File: src/rtl/eth_rx_udp_frame_controller_if.sv
// AXI-Stream beat bundle without tready, used for the MAC RX input and the realigned payload output.
interface eth_rx_udp_frame_controller_if;
    logic        tvalid;
    logic [63:0] tdata;
    logic        tlast;
    logic [7:0]  tkeep;

    modport master (output tvalid, tdata, tlast, tkeep);
    modport slave  (input  tvalid, tdata, tlast, tkeep);
endinterface

File: src/rtl/eth_rx_udp_frame_controller.sv
// 10G RX sequencer: captures the Ethernet/IPv4/UDP header, filters on local MAC/IP and realigns the
// accepted payload from lane 2 to lane 0. Defining ETH_RX_FRAME_STATS_EN adds saturating frame counters.
module eth_rx_udp_frame_controller (
    input  logic                                 i_clk,
    input  logic                                 i_reset_n,
    input  logic [47:0]                          i_local_mac,
    input  logic [31:0]                          i_local_ip,
    eth_rx_udp_frame_controller_if.slave         rx_axis,
    eth_rx_udp_frame_controller_if.master        pl,
    output logic                                 o_hdr_valid,
    output logic [47:0]                          o_dst_mac,
    output logic [47:0]                          o_src_mac,
    output logic [31:0]                          o_src_ip,
    output logic [31:0]                          o_dst_ip,
    output logic [15:0]                          o_udp_src_port,
    output logic [15:0]                          o_udp_dst_port,
    output logic [15:0]                          o_udp_length,
    output logic                                 o_drop,
    output logic [1:0]                           o_drop_reason
`ifdef ETH_RX_FRAME_STATS_EN
    ,
    output logic [31:0]                          o_frames_accepted,
    output logic [31:0]                          o_frames_dropped
`endif
);

    typedef enum logic [2:0] {IDLE, HEADER, PAYLOAD, FLUSH, DROP} state_t;

    state_t       state_q, state_d;
    logic [2:0]   cnt_q, cnt_d;
    logic [3:0]   flush_c_q, flush_c_d;
    logic [319:0] hdr_q;
    logic [47:0]  hold_q;

    logic         hdr_wr, hold_wr;
    logic [2:0]   hdr_idx;
    logic         accept_d, drop_d;
    logic [1:0]   reason_d;
    logic         pl_vld_d, pl_last_d;
    logic [63:0]  pl_data_d;
    logic [7:0]   pl_keep_d;
    logic [3:0]   keep_cnt;

    logic [47:0]  f_dst_mac, f_src_mac;
    logic [31:0]  f_src_ip, f_dst_ip;
    logic [15:0]  f_ethertype, f_sport, f_dport, f_ulen;
    logic         mac_ok, proto_ok, ip_ok;
    logic         hdr_unused;

    function automatic logic [3:0] popcnt8(input logic [7:0] k);
        logic [3:0] n;
        n = '0;
        for (int j = 0; j < 8; j++) n = n + {3'b000, k[j]};
        return n;
    endfunction

    function automatic logic [63:0] keep_mask(input logic [7:0] k);
        logic [63:0] m;
        for (int j = 0; j < 8; j++) m[8*j +: 8] = {8{k[j]}};
        return m;
    endfunction

    // Gathers n header bytes starting at 'first', first byte ending up most significant.
    function automatic logic [47:0] be_bytes(input logic [319:0] h, input int first, input int n);
        logic [47:0] r;
        r = '0;
        for (int i = 0; i < n; i++) r = {r[39:0], h[8*(first+i) +: 8]};
        return r;
    endfunction

    assign f_dst_mac   = be_bytes(hdr_q, 0, 6);
    assign f_src_mac   = be_bytes(hdr_q, 6, 6);
    assign f_ethertype = 16'(be_bytes(hdr_q, 12, 2));
    assign f_src_ip    = 32'(be_bytes(hdr_q, 26, 4));
    assign f_dst_ip    = 32'(be_bytes(hdr_q, 30, 4));
    assign f_sport     = 16'(be_bytes(hdr_q, 34, 2));
    assign f_dport     = 16'(be_bytes(hdr_q, 36, 2));
    assign f_ulen      = 16'(be_bytes(hdr_q, 38, 2));
    assign hdr_unused  = ^{hdr_q[183:120], hdr_q[207:192]};

    assign mac_ok   = (f_dst_mac == i_local_mac) || (f_dst_mac == 48'hFFFF_FFFF_FFFF);
    assign proto_ok = (f_ethertype == 16'h0800) && (hdr_q[119:112] == 8'h45) && (hdr_q[191:184] == 8'h11);
    assign ip_ok    = (f_dst_ip == i_local_ip);
    assign keep_cnt = popcnt8(rx_axis.tkeep);

    always_comb begin
        state_d   = state_q;
        cnt_d     = cnt_q;
        flush_c_d = flush_c_q;
        hdr_wr    = 1'b0;
        hdr_idx   = 3'd0;
        hold_wr   = 1'b0;
        accept_d  = 1'b0;
        drop_d    = 1'b0;
        reason_d  = 2'd0;
        pl_vld_d  = 1'b0;
        pl_data_d = '0;
        pl_keep_d = '0;
        pl_last_d = 1'b0;

        case (state_q)
            IDLE, FLUSH: begin
                if (state_q == FLUSH) begin
                    pl_vld_d  = 1'b1;
                    pl_data_d = {16'h0000, hold_q};
                    pl_keep_d = (8'h01 << (flush_c_q - 4'd2)) - 8'h01;
                    pl_last_d = 1'b1;
                    state_d   = IDLE;
                end
                // A beat here is always beat 0 of a new frame, even in the flush cycle.
                if (rx_axis.tvalid) begin
                    hdr_wr  = 1'b1;
                    hdr_idx = 3'd0;
                    if (rx_axis.tlast) begin
                        drop_d  = 1'b1;
                        state_d = IDLE;
                        cnt_d   = 3'd0;
                    end else begin
                        state_d = HEADER;
                        cnt_d   = 3'd1;
                    end
                end
            end
            HEADER: begin
                if (rx_axis.tvalid) begin
                    if (cnt_q != 3'd5) begin
                        hdr_wr  = 1'b1;
                        hdr_idx = cnt_q;
                        if (rx_axis.tlast) begin
                            drop_d  = 1'b1;
                            state_d = IDLE;
                            cnt_d   = 3'd0;
                        end else begin
                            cnt_d = cnt_q + 3'd1;
                        end
                    end else begin
                        cnt_d = 3'd0;
                        if (mac_ok && proto_ok && ip_ok) begin
                            accept_d = 1'b1;
                            hold_wr  = 1'b1;
                            if (!rx_axis.tlast) begin
                                state_d = PAYLOAD;
                            end else if (keep_cnt > 4'd2) begin
                                state_d   = FLUSH;
                                flush_c_d = keep_cnt;
                            end else begin
                                state_d = IDLE;
                            end
                        end else begin
                            drop_d   = 1'b1;
                            reason_d = !mac_ok ? 2'd1 : (!proto_ok ? 2'd2 : 2'd3);
                            state_d  = rx_axis.tlast ? IDLE : DROP;
                        end
                    end
                end
            end
            PAYLOAD: begin
                if (rx_axis.tvalid) begin
                    hold_wr   = 1'b1;
                    pl_vld_d  = 1'b1;
                    pl_data_d = {rx_axis.tdata[15:0], hold_q};
                    pl_keep_d = 8'hFF;
                    if (rx_axis.tlast) begin
                        if (keep_cnt <= 4'd2) begin
                            pl_keep_d = (8'h01 << (keep_cnt + 4'd6)) - 8'h01;
                            pl_last_d = 1'b1;
                            state_d   = IDLE;
                        end else begin
                            state_d   = FLUSH;
                            flush_c_d = keep_cnt;
                        end
                    end
                end
            end
            DROP: begin
                if (rx_axis.tvalid && rx_axis.tlast) state_d = IDLE;
            end
            default: state_d = IDLE;
        endcase

        pl_data_d = pl_data_d & keep_mask(pl_keep_d);
    end

    always_ff @(posedge i_clk or negedge i_reset_n) begin
        if (!i_reset_n) begin
            state_q        <= IDLE;
            cnt_q          <= '0;
            flush_c_q      <= '0;
            o_hdr_valid    <= 1'b0;
            o_dst_mac      <= '0;
            o_src_mac      <= '0;
            o_src_ip       <= '0;
            o_dst_ip       <= '0;
            o_udp_src_port <= '0;
            o_udp_dst_port <= '0;
            o_udp_length   <= '0;
            o_drop         <= 1'b0;
            o_drop_reason  <= '0;
            pl.tvalid      <= 1'b0;
            pl.tdata       <= '0;
            pl.tlast       <= 1'b0;
            pl.tkeep       <= '0;
        end else begin
            state_q       <= state_d;
            cnt_q         <= cnt_d;
            flush_c_q     <= flush_c_d;
            o_hdr_valid   <= accept_d;
            if (accept_d) begin
                o_dst_mac      <= f_dst_mac;
                o_src_mac      <= f_src_mac;
                o_src_ip       <= f_src_ip;
                o_dst_ip       <= f_dst_ip;
                o_udp_src_port <= f_sport;
                o_udp_dst_port <= f_dport;
                o_udp_length   <= f_ulen;
            end
            o_drop        <= drop_d;
            o_drop_reason <= reason_d;
            pl.tvalid     <= pl_vld_d;
            pl.tdata      <= pl_data_d;
            pl.tlast      <= pl_last_d;
            pl.tkeep      <= pl_keep_d;
        end
    end

    // Header beats and the lane 2-7 carry are pure data; the FSM decides when they are meaningful.
    always_ff @(posedge i_clk) begin
        for (int b = 0; b < 5; b++) begin
            if (hdr_wr && (hdr_idx == 3'(b))) hdr_q[64*b +: 64] <= rx_axis.tdata;
        end
        if (hold_wr) hold_q <= rx_axis.tdata[63:16];
    end

`ifdef ETH_RX_FRAME_STATS_EN
    function automatic logic [31:0] sat_inc(input logic [31:0] v);
        return (v == 32'hFFFF_FFFF) ? v : v + 32'd1;
    endfunction

    always_ff @(posedge i_clk or negedge i_reset_n) begin
        if (!i_reset_n) begin
            o_frames_accepted <= '0;
            o_frames_dropped  <= '0;
        end else begin
            if (accept_d) o_frames_accepted <= sat_inc(o_frames_accepted);
            if (drop_d)   o_frames_dropped  <= sat_inc(o_frames_dropped);
        end
    end
`else
    // Without statistics the accept/drop pulses are the only per-frame indication.
`endif

endmodule

File: src/flat_wrapper.sv
// flat-port wrapper written by rule: the top's interface ports become plain ports
module eth_rx_udp_frame_controller_flat 
  (i_clk, i_reset_n, i_local_mac, i_local_ip, o_hdr_valid, o_dst_mac, o_src_mac, o_src_ip, o_dst_ip, o_udp_src_port, o_udp_dst_port, o_udp_length, o_drop, o_drop_reason, rx_axis_tvalid, rx_axis_tdata, rx_axis_tlast, rx_axis_tkeep, pl_tvalid, pl_tdata, pl_tlast, pl_tkeep);
  eth_rx_udp_frame_controller_if rx_axis_i ();
  eth_rx_udp_frame_controller_if pl_i ();
  input  logic i_clk;
  input  logic i_reset_n;
  input  logic [47:0] i_local_mac;
  input  logic [31:0] i_local_ip;
  output logic o_hdr_valid;
  output logic [47:0] o_dst_mac;
  output logic [47:0] o_src_mac;
  output logic [31:0] o_src_ip;
  output logic [31:0] o_dst_ip;
  output logic [15:0] o_udp_src_port;
  output logic [15:0] o_udp_dst_port;
  output logic [15:0] o_udp_length;
  output logic o_drop;
  output logic [1:0] o_drop_reason;
  input wire logic [$bits(rx_axis_i.tvalid)-1:0] rx_axis_tvalid;
  input wire logic [$bits(rx_axis_i.tdata)-1:0] rx_axis_tdata;
  input wire logic [$bits(rx_axis_i.tlast)-1:0] rx_axis_tlast;
  input wire logic [$bits(rx_axis_i.tkeep)-1:0] rx_axis_tkeep;
  output wire logic [$bits(pl_i.tvalid)-1:0] pl_tvalid;
  output wire logic [$bits(pl_i.tdata)-1:0] pl_tdata;
  output wire logic [$bits(pl_i.tlast)-1:0] pl_tlast;
  output wire logic [$bits(pl_i.tkeep)-1:0] pl_tkeep;
  assign rx_axis_i.tvalid = rx_axis_tvalid;
  assign rx_axis_i.tdata = rx_axis_tdata;
  assign rx_axis_i.tlast = rx_axis_tlast;
  assign rx_axis_i.tkeep = rx_axis_tkeep;
  assign pl_tvalid = pl_i.tvalid;
  assign pl_tdata = pl_i.tdata;
  assign pl_tlast = pl_i.tlast;
  assign pl_tkeep = pl_i.tkeep;
  eth_rx_udp_frame_controller u_core (.i_clk(i_clk), .i_reset_n(i_reset_n), .i_local_mac(i_local_mac), .i_local_ip(i_local_ip), .rx_axis(rx_axis_i), .pl(pl_i), .o_hdr_valid(o_hdr_valid), .o_dst_mac(o_dst_mac), .o_src_mac(o_src_mac), .o_src_ip(o_src_ip), .o_dst_ip(o_dst_ip), .o_udp_src_port(o_udp_src_port), .o_udp_dst_port(o_udp_dst_port), .o_udp_length(o_udp_length), .o_drop(o_drop), .o_drop_reason(o_drop_reason));
endmodule
File: config.mk
export PLATFORM = sky130hd
export DESIGN_NAME = eth_rx_udp_frame_controller_flat
export DESIGN_NICKNAME = d
export VERILOG_FILES = /design/src/rtl/eth_rx_udp_frame_controller_if.sv /design/src/rtl/eth_rx_udp_frame_controller.sv /design/src/flat_wrapper.sv
export SDC_FILE = /design/constraint.sdc
export NUM_CORES = 1
export LEC_CHECK = 0
export BUFFER_PORTS_ARGS = -buffer_cell sky130_fd_sc_hd__buf_2
export CELL_PAD_IN_SITES_DETAIL_PLACEMENT = 1
export CELL_PAD_IN_SITES_GLOBAL_PLACEMENT = 1
export CORE_MARGIN = 5
export CORE_UTILIZATION = 47
export CTS_BUF_LIST = sky130_fd_sc_hd__clkbuf_16
export DETAILED_ROUTE_END_ITERATION = 10
export GPL_ROUTABILITY_DRIVEN = 0
export PLACE_DENSITY_LB_ADDON = 0.12
export SLEW_MARGIN = 0
export SYNTH_ARGS = -nofsm -noshare
export SYNTH_HDL_FRONTEND = slang
export SYNTH_SLANG_ARGS = --single-unit
File: constraint.sdc
create_clock -name i_clk -period 15 [get_ports i_clk]
set_input_delay 1.5 -clock i_clk [delete_from_list [all_inputs] [get_ports i_clk]]
set_output_delay 1.5 -clock i_clk [all_outputs]
set_load 0.03 [all_outputs]
==> results.tsv, run 1 <==
metric	value	unit
pwr dens	130	nW/um^2
grt ovf	0	
Vias	14161	
num rows	77	
Worst Clk Skew	0.0146	ns
critical path's largest stage delay	0.55	ns
crit-path cells	buf_2 -> ha_1 -> inv_1 -> fa_1 -> fa_1 -> fa_1 -> fa_1 -> xor2_1 -> nand3_1 -> ha_1 -> nor3_1 -> a21oi_1 -> a21oi_1 -> a211oi_1 -> nor2_1 -> and2_1	
Sequential Power Share	0.515	
final period utilization	0.364	
die height	222	um
hold_buf cts	0	
DRC	0	
top_reg_cell synth	dfrtp_1	
max-cap viol count	0	
Starting Density	0.477	
final net count	2245	
post-CTS setup buffers	0	
critical path class	primary input to flip-flop	
number of flops mapped to enable cells by yosys	288	
vias in the first global route	15295	
Setup-failing EPs final	0	
crit-path leading delay family	adder cells	
Seq cells post-synth	584	
pin count of the biggest net entering global routing	213	
crit end category	flip-flop	
worst slew pin tran	1.18	ns
Net Switching	744	uW
share of layout cells above drive strength 1	0.256	
Post-Layout Cell Count	2731	
CTS tree	yes	
Comb pwr share	0.046	
First-pass DRT Iterations	4	
initial antenna violation count	16	
Skew-Pair Late Insertion Delay	0.61	ns
Crit path buffers/inverters	2	
Clk pwr share	0.438	
most frequent cells in the layout	nand2_1, buf_2, dfrtp_1	
asr flop ratio synth	0.507	
cell-internal power	2.63	mW
clock root cell	clkbuf_16	
first-pass GRT wire length	99.2	mm
cell mode on critical path	fa_1	
Clock Path Buffers	3	
Final Critical Period	5.45	ns
H-tree levels	2	
switch share	0.221	
Final Hold Viols	0	
post-placement cell count	2609	
Mapped Area	21200	um^2
run status	finished, final reports clean	
Worst Hold Class	flip-flop to flip-flop	
Pwr Total	3.37	mW
clk slew on worst S/H paths	0.06	ns
FMAX	183	MHz
setup tns final	0	ns
Core ar.	44400	um^2
Syn Nets	1782	
leak pwr	12.7	nW
DR WL/cell	24.5	um
Routed WL	66.9	mm
Die ar.	49400	um^2
CP Launch Type	primary input	
Critical-path top delay cell	fa_1	
Max IR drop VDD	87.5	uV
Yosys cell types	44	
via/cell ratio	5.19	
Worst EP arrival	5.99	ns
CTS Buf Count	58	
Detail Placement HPWL	46.4	mm
sequential share of the synthesized area	0.758	
cells after synthesis	1614	
worst hold slack	0.438	ns
clock tree sinks	584	
Detail Route Antenna Nets	0	
RSZ-0062 raised after global routing	no	
Area Overhead vs Synth	22.2	%
die width	222	um
Final Slew Violations	0	
All-Layer GR Usage	0.267	
Max FO, Critical Path	8	
CTS resizes	0	
syn_area_per_cell	13.1	um^2
max_slew headroom	0.216	
drt initial violations	1034	
R2R Setup Slk	10.67	ns
Place WS	9.03	ns
io pins	442	
Ys Warns	0	
commonest non-fill, non-tap cell in the layout	nand2_1	
fin worst setup slack	9.55	ns
port bufs	441	
Critical Path RT	15.54	ns
power groups by stage:
stage | clock (mW) | sequential, mW | combinational (mW)
after floorplan | 0 | 1.76 | 0.0679
after global placement | 0 | 1.77 | 0.149
after detailed placement | 0 | 1.77 | 0.155
after CTS | 1.50 | 1.74 | 0.158
after global routing | 1.57 | 1.74 | 0.171
final | 1.48 | 1.74 | 0.156
state kept, by name, summed over array words and instances (netlist names), 3 cells and up:
| register | flops |
|---|---|
| u_core.o_udp_dst_port | 16 |
| u_core.o_src_mac | 48 |
| u_core.hold_q | 48 |
| u_core.o_dst_mac | 48 |
| u_core.pl.tkeep | 8 |
| u_core.flush_c_q | 4 |
| u_core.o_src_ip | 32 |
| u_core.cnt_q | 3 |
| u_core.o_udp_length | 16 |
| u_core.state_q | 3 |
| u_core.o_dst_ip | 32 |
| u_core.pl.tdata | 64 |
| u_core.hdr_q | 240 |
| u_core.o_udp_src_port | 16 |
routing by layer:
layer / vias up / track usage / wire length (um)
met5: - / 0 / 34
met4: 6 / 0.0841 / 1730
met3: 104 / 0.0710 / 4840
met2: 445 / 0.438 / 32700
met1: 7303 / 0.351 / 27600
li1: 6303 / - / -
cell families after synthesis:
logic type	after synthesis	share of synthesized area
and+or+nand+nor	808	0.162
buffers and inverters	72	0.0210
DFF	584	0.758
xor gates and xnor gates	83	0.0343
muxes	2	0.000946
AOI/OAI and AO/OA	53	0.0154
adders and majority gates	12	0.00851
cell usage after synthesis (2+ instances only):
master,n,area share
o21a_1,2,0.00071
buf_2,13,0.0031
and3_1,3,0.00089
buf_6,10,0.0053
a21oi_1,16,0.0038
o211ai_1,2,0.00071
xor2_1,49,0.020
xnor2_1,34,0.014
mux2i_1,2,0.00095
nand2_1,644,0.11
and3b_1,2,0.00083
nor2_1,20,0.0035
nor3_1,2,0.00047
o21bai_1,2,0.00071
a31oi_1,2,0.00059
nand3_1,5,0.0012
ha_1,8,0.0047
a211oi_1,2,0.00071
clkbuf_1,5,0.00089
o2bb2ai_1,2,0.00083
nor4_1,22,0.0065
nand2b_1,4,0.0012
inv_1,22,0.0039
o21ai_0,17,0.0040
buf_4,22,0.0078
edfxtp_1,288,0.41
dfrtp_1,296,0.35
nor2b_1,44,0.013
nor3b_2,2,0.0012
fa_1,4,0.0038
nor4b_1,4,0.0017
nand4_1,28,0.0083
and2_1,25,0.0074
worst reg2reg max path, delay by kind of cell (launching register included):
kind                      cells  cell delay (ns)
AOI/OAI and AO/OA             1             0.44
xor gates and xnor gates      1             0.22
buffers and inverters         1             0.54
DFF                           1             0.57
and+or+nand+nor               4             2.17
through the flow:
step                      utilization  cell area [um^2]
after floorplan                     -             21200
after global placement          0.538             23900
after detailed placement        0.538             23900
after CTS                       0.582             25800
after global routing            0.582             25900
final                           0.582             25900
worst paths after layout:
| path | from | endpoint | cells after the start |
|---|---|---|---|
| max reg2reg | u_core.hdr_q[34] | u_core.hold_q[42] | 7 |
| min reg2reg | u_core.hdr_q[58] | u_core.o_src_mac[34] | 2 |
| min | u_core.hdr_q[58] | u_core.o_src_mac[34] | 2 |
| min in group asynchronous | i_reset_n | u_core.o_src_mac[18] | 1 |
| max | rx_axis_tkeep[0] | u_core.pl.tdata[49] | 16 |
| max in group asynchronous | i_reset_n | u_core.o_udp_dst_port[10] | 3 |
cell type report:
class | instances | area (um^2)
inverters | 22 | 82.6
repair buffers | 453 | 2320
well taps | 592 | 741
flip-flops and latches | 584 | 16100
clock inverters | 50 | 447
fillers | 4654 | 18500
diodes | 13 | 32.5
multi-input cells | 958 | 4720
clock buffers | 59 | 1480
No activity file was read; power rests on OpenSTA's default activity.
==> inputs of run 2 (changes only) <==
CORE_UTILIZATION = 39   (was 47)
clock period = 4.6 ns   (was 15 ns; I/O delays follow)
==> results.tsv, run 2 (synthesis gave the netlist of run 1 again) <==
metric	value	unit	change
num rows	85		+10%
via/cell ratio	4.88		-5.9%
Largest Register	u_core.hdr_q		
Detail Route Antenna Nets	0		unchanged
Worst Hold Class	primary input to flip-flop		
io pins	442		unchanged
crit end category	flip-flop		
max_slew headroom	0.210		-0.00637
final net count	2254		+0.40%
Clock Path Buffers	3		unchanged
grt ovf	0		unchanged
Multi-input gate area	4730	um^2	+0.29%
DR WL/cell	23.3	um	-5.0%
Detail Placement HPWL	46.7	mm	+0.60%
First-pass DRT Iterations	5		+1
cell mode on critical path	fa_1		
CTS tree	yes		
CP startpoint	rx_axis_tkeep[0]		
critical path class	primary input to flip-flop		
most frequent cells in the layout	nand2_1, buf_2, dfrtp_1		
H-tree levels	2		unchanged
Final Critical Period	4.01	ns	
worst slew pin tran	1.18	ns	+0.00519 ns
crit-path leading delay family	adder cells		
start of the worst register-to-register path	u_core.hdr_q[45]		
die height	243	um	+9.3%
die width	243	um	+9.3%
Max IR drop VDD	313	uV	+260%
biggest regs	u_core.hdr_q x240, u_core.pl.tdata x64		
Pwr Total	11.0	mW	+230%
CP Launch Type	primary input		
All-Layer GR Usage	0.220		-0.0469
commonest non-fill, non-tap cell in the layout	nand2_1		
Max FO, Critical Path	8		unchanged
clock root cell	clkbuf_16		
max-cap viol count	0		unchanged
max reg flops	240		unchanged
Critical Path RT	5.10	ns	-10.44 ns
vias in the first global route	14862		-2.8%
Area Overhead vs Synth	23.4	%	
final period utilization	0.871		
Worst Clk Skew	0.0192	ns	+0.00454 ns
DRC	0		unchanged
drt initial violations	924		-11%
register area	16100	um^2	unchanged
Core Util, Final	0.486		-0.0968
initial antenna violation count	9		-7
CTS Buf Count	60		+3.4%
port bufs	441		unchanged
Starting Density	0.393		-0.0833
clk slew on worst S/H paths	0.06	ns	about the same
post-CTS setup buffers	0		unchanged
crit-path cells	buf_2 -> ha_1 -> inv_1 -> fa_1 -> fa_1 -> fa_1 -> fa_1 -> xor2_1 -> nand3_1 -> ha_1 -> a21oi_1 -> a21oi_1 -> a211oi_1 -> nor2_1 -> and2_1		
Hold Startpoint	rx_axis_tdata[3]		
fill cell count	5679		+22%
Core ar.	53800	um^2	+21%
pwr dens	420	nW/um^2	+220%
hold_buf cts	1		+1
Critical-path top delay cell	fa_1		
RSZ-0062 raised after global routing	no		
pin count of the biggest net entering global routing	210		-1.4%
Setup-failing EPs final	0		unchanged
Crit path buffers/inverters	2		unchanged
first-pass GRT wire length	98.0	mm	-1.2%
FMAX	250	MHz	
Skew-Pair Late Insertion Delay	0.62	ns	about the same
CTS resizes	0		unchanged
Worst EP arrival	4.50	ns	-1.49 ns
Final Slew Violations	0		unchanged
Vias	13854		-2.2%
Routed WL	66.0	mm	-1.3%
share of layout cells above drive strength 1	0.260		+0.00336
Final Hold Viols	0		unchanged
Die ar.	59000	um^2	+20%
leak pwr	12.8	nW	+0.47%
clock tree sinks	584		unchanged
run status	finished, final reports clean		
critical path's largest stage delay	0.53	ns	-0.02 ns
[run 2: cell count changes in the layout (fill, tap and decap cells not counted), sizes merged, moves of 4 or more]
cell,previous run,this run
diode,13,6
buf,453,459
clkinv,30,26
clkinvlp,0,4
inv,33,37
[run 2: path summary, 6_finish.rpt]
check,cells past startpoint,to,slack (ns)
setup / recovery,15,u_core.pl.tdata[54],0.59
hold / removal,1,u_core.hdr_q[67],0.09
setup reg to reg,6,u_core.hold_q[20],0.86
hold reg to reg,2,u_core.o_src_mac[43],0.44
max in group asynchronous,3,u_core.pl.tdata[21],2.94
min in group asynchronous,2,u_core.pl.tkeep[0],0.46
[run 2: report_power, final]
group	switching [mW]	internal [mW]	leakage, nW	total [mW]
sequential	0.0740	5.59	6.76	5.67
combinational	0.348	0.172	5.03	0.520
clock	2.03	2.77	0.996	4.80
[run 2: per-stage QoR]
| stage | cell area (um^2) | instances | worst slack, ns | setup TNS [ns] | hold slack, ns |
|---|---|---|---|---|---|
| detailed placement | 24200 | 2719 | -0.00986 | -0.0423 | 0.433 |
| floorplan | 21200 | 1614 | 0.530 | 0 | 0.164 |
| global route | 26100 | 2838 | 0.372 | 0 | 0.0617 |
| CTS | 26100 | 2833 | 0.654 | 0 | 0.0405 |
| finish | 26100 | 2839 | 0.592 | 0 | 0.0878 |
| global placement | 24200 | 2719 | 0.0659 | 0 | 0.424 |
[run 2: layout make-up]
| type | count | area share |
|---|---|---|
| Sequential cell | 584 | 0.614 |
| Multi-Input combinational cell | 958 | 0.181 |
| Timing Repair Buffer | 460 | 0.0933 |
| Clock buffer | 62 | 0.0594 |
| Tap cell | 696 | 0.0333 |
| Clock inverter | 51 | 0.0151 |
| Inverter | 22 | 0.00316 |
| Antenna cell | 6 | 0.000574 |
[run 2: routing by layer]
| metal | track usage | wire, um | up-vias |
|---|---|---|---|
| li1 | - | - | 6315 |
| met1 | 0.291 | 28400 | 7087 |
| met2 | 0.366 | 32200 | 367 |
| met3 | 0.0579 | 4100 | 81 |
| met4 | 0.0536 | 1380 | 4 |
| met5 | 0 | 27 | - |
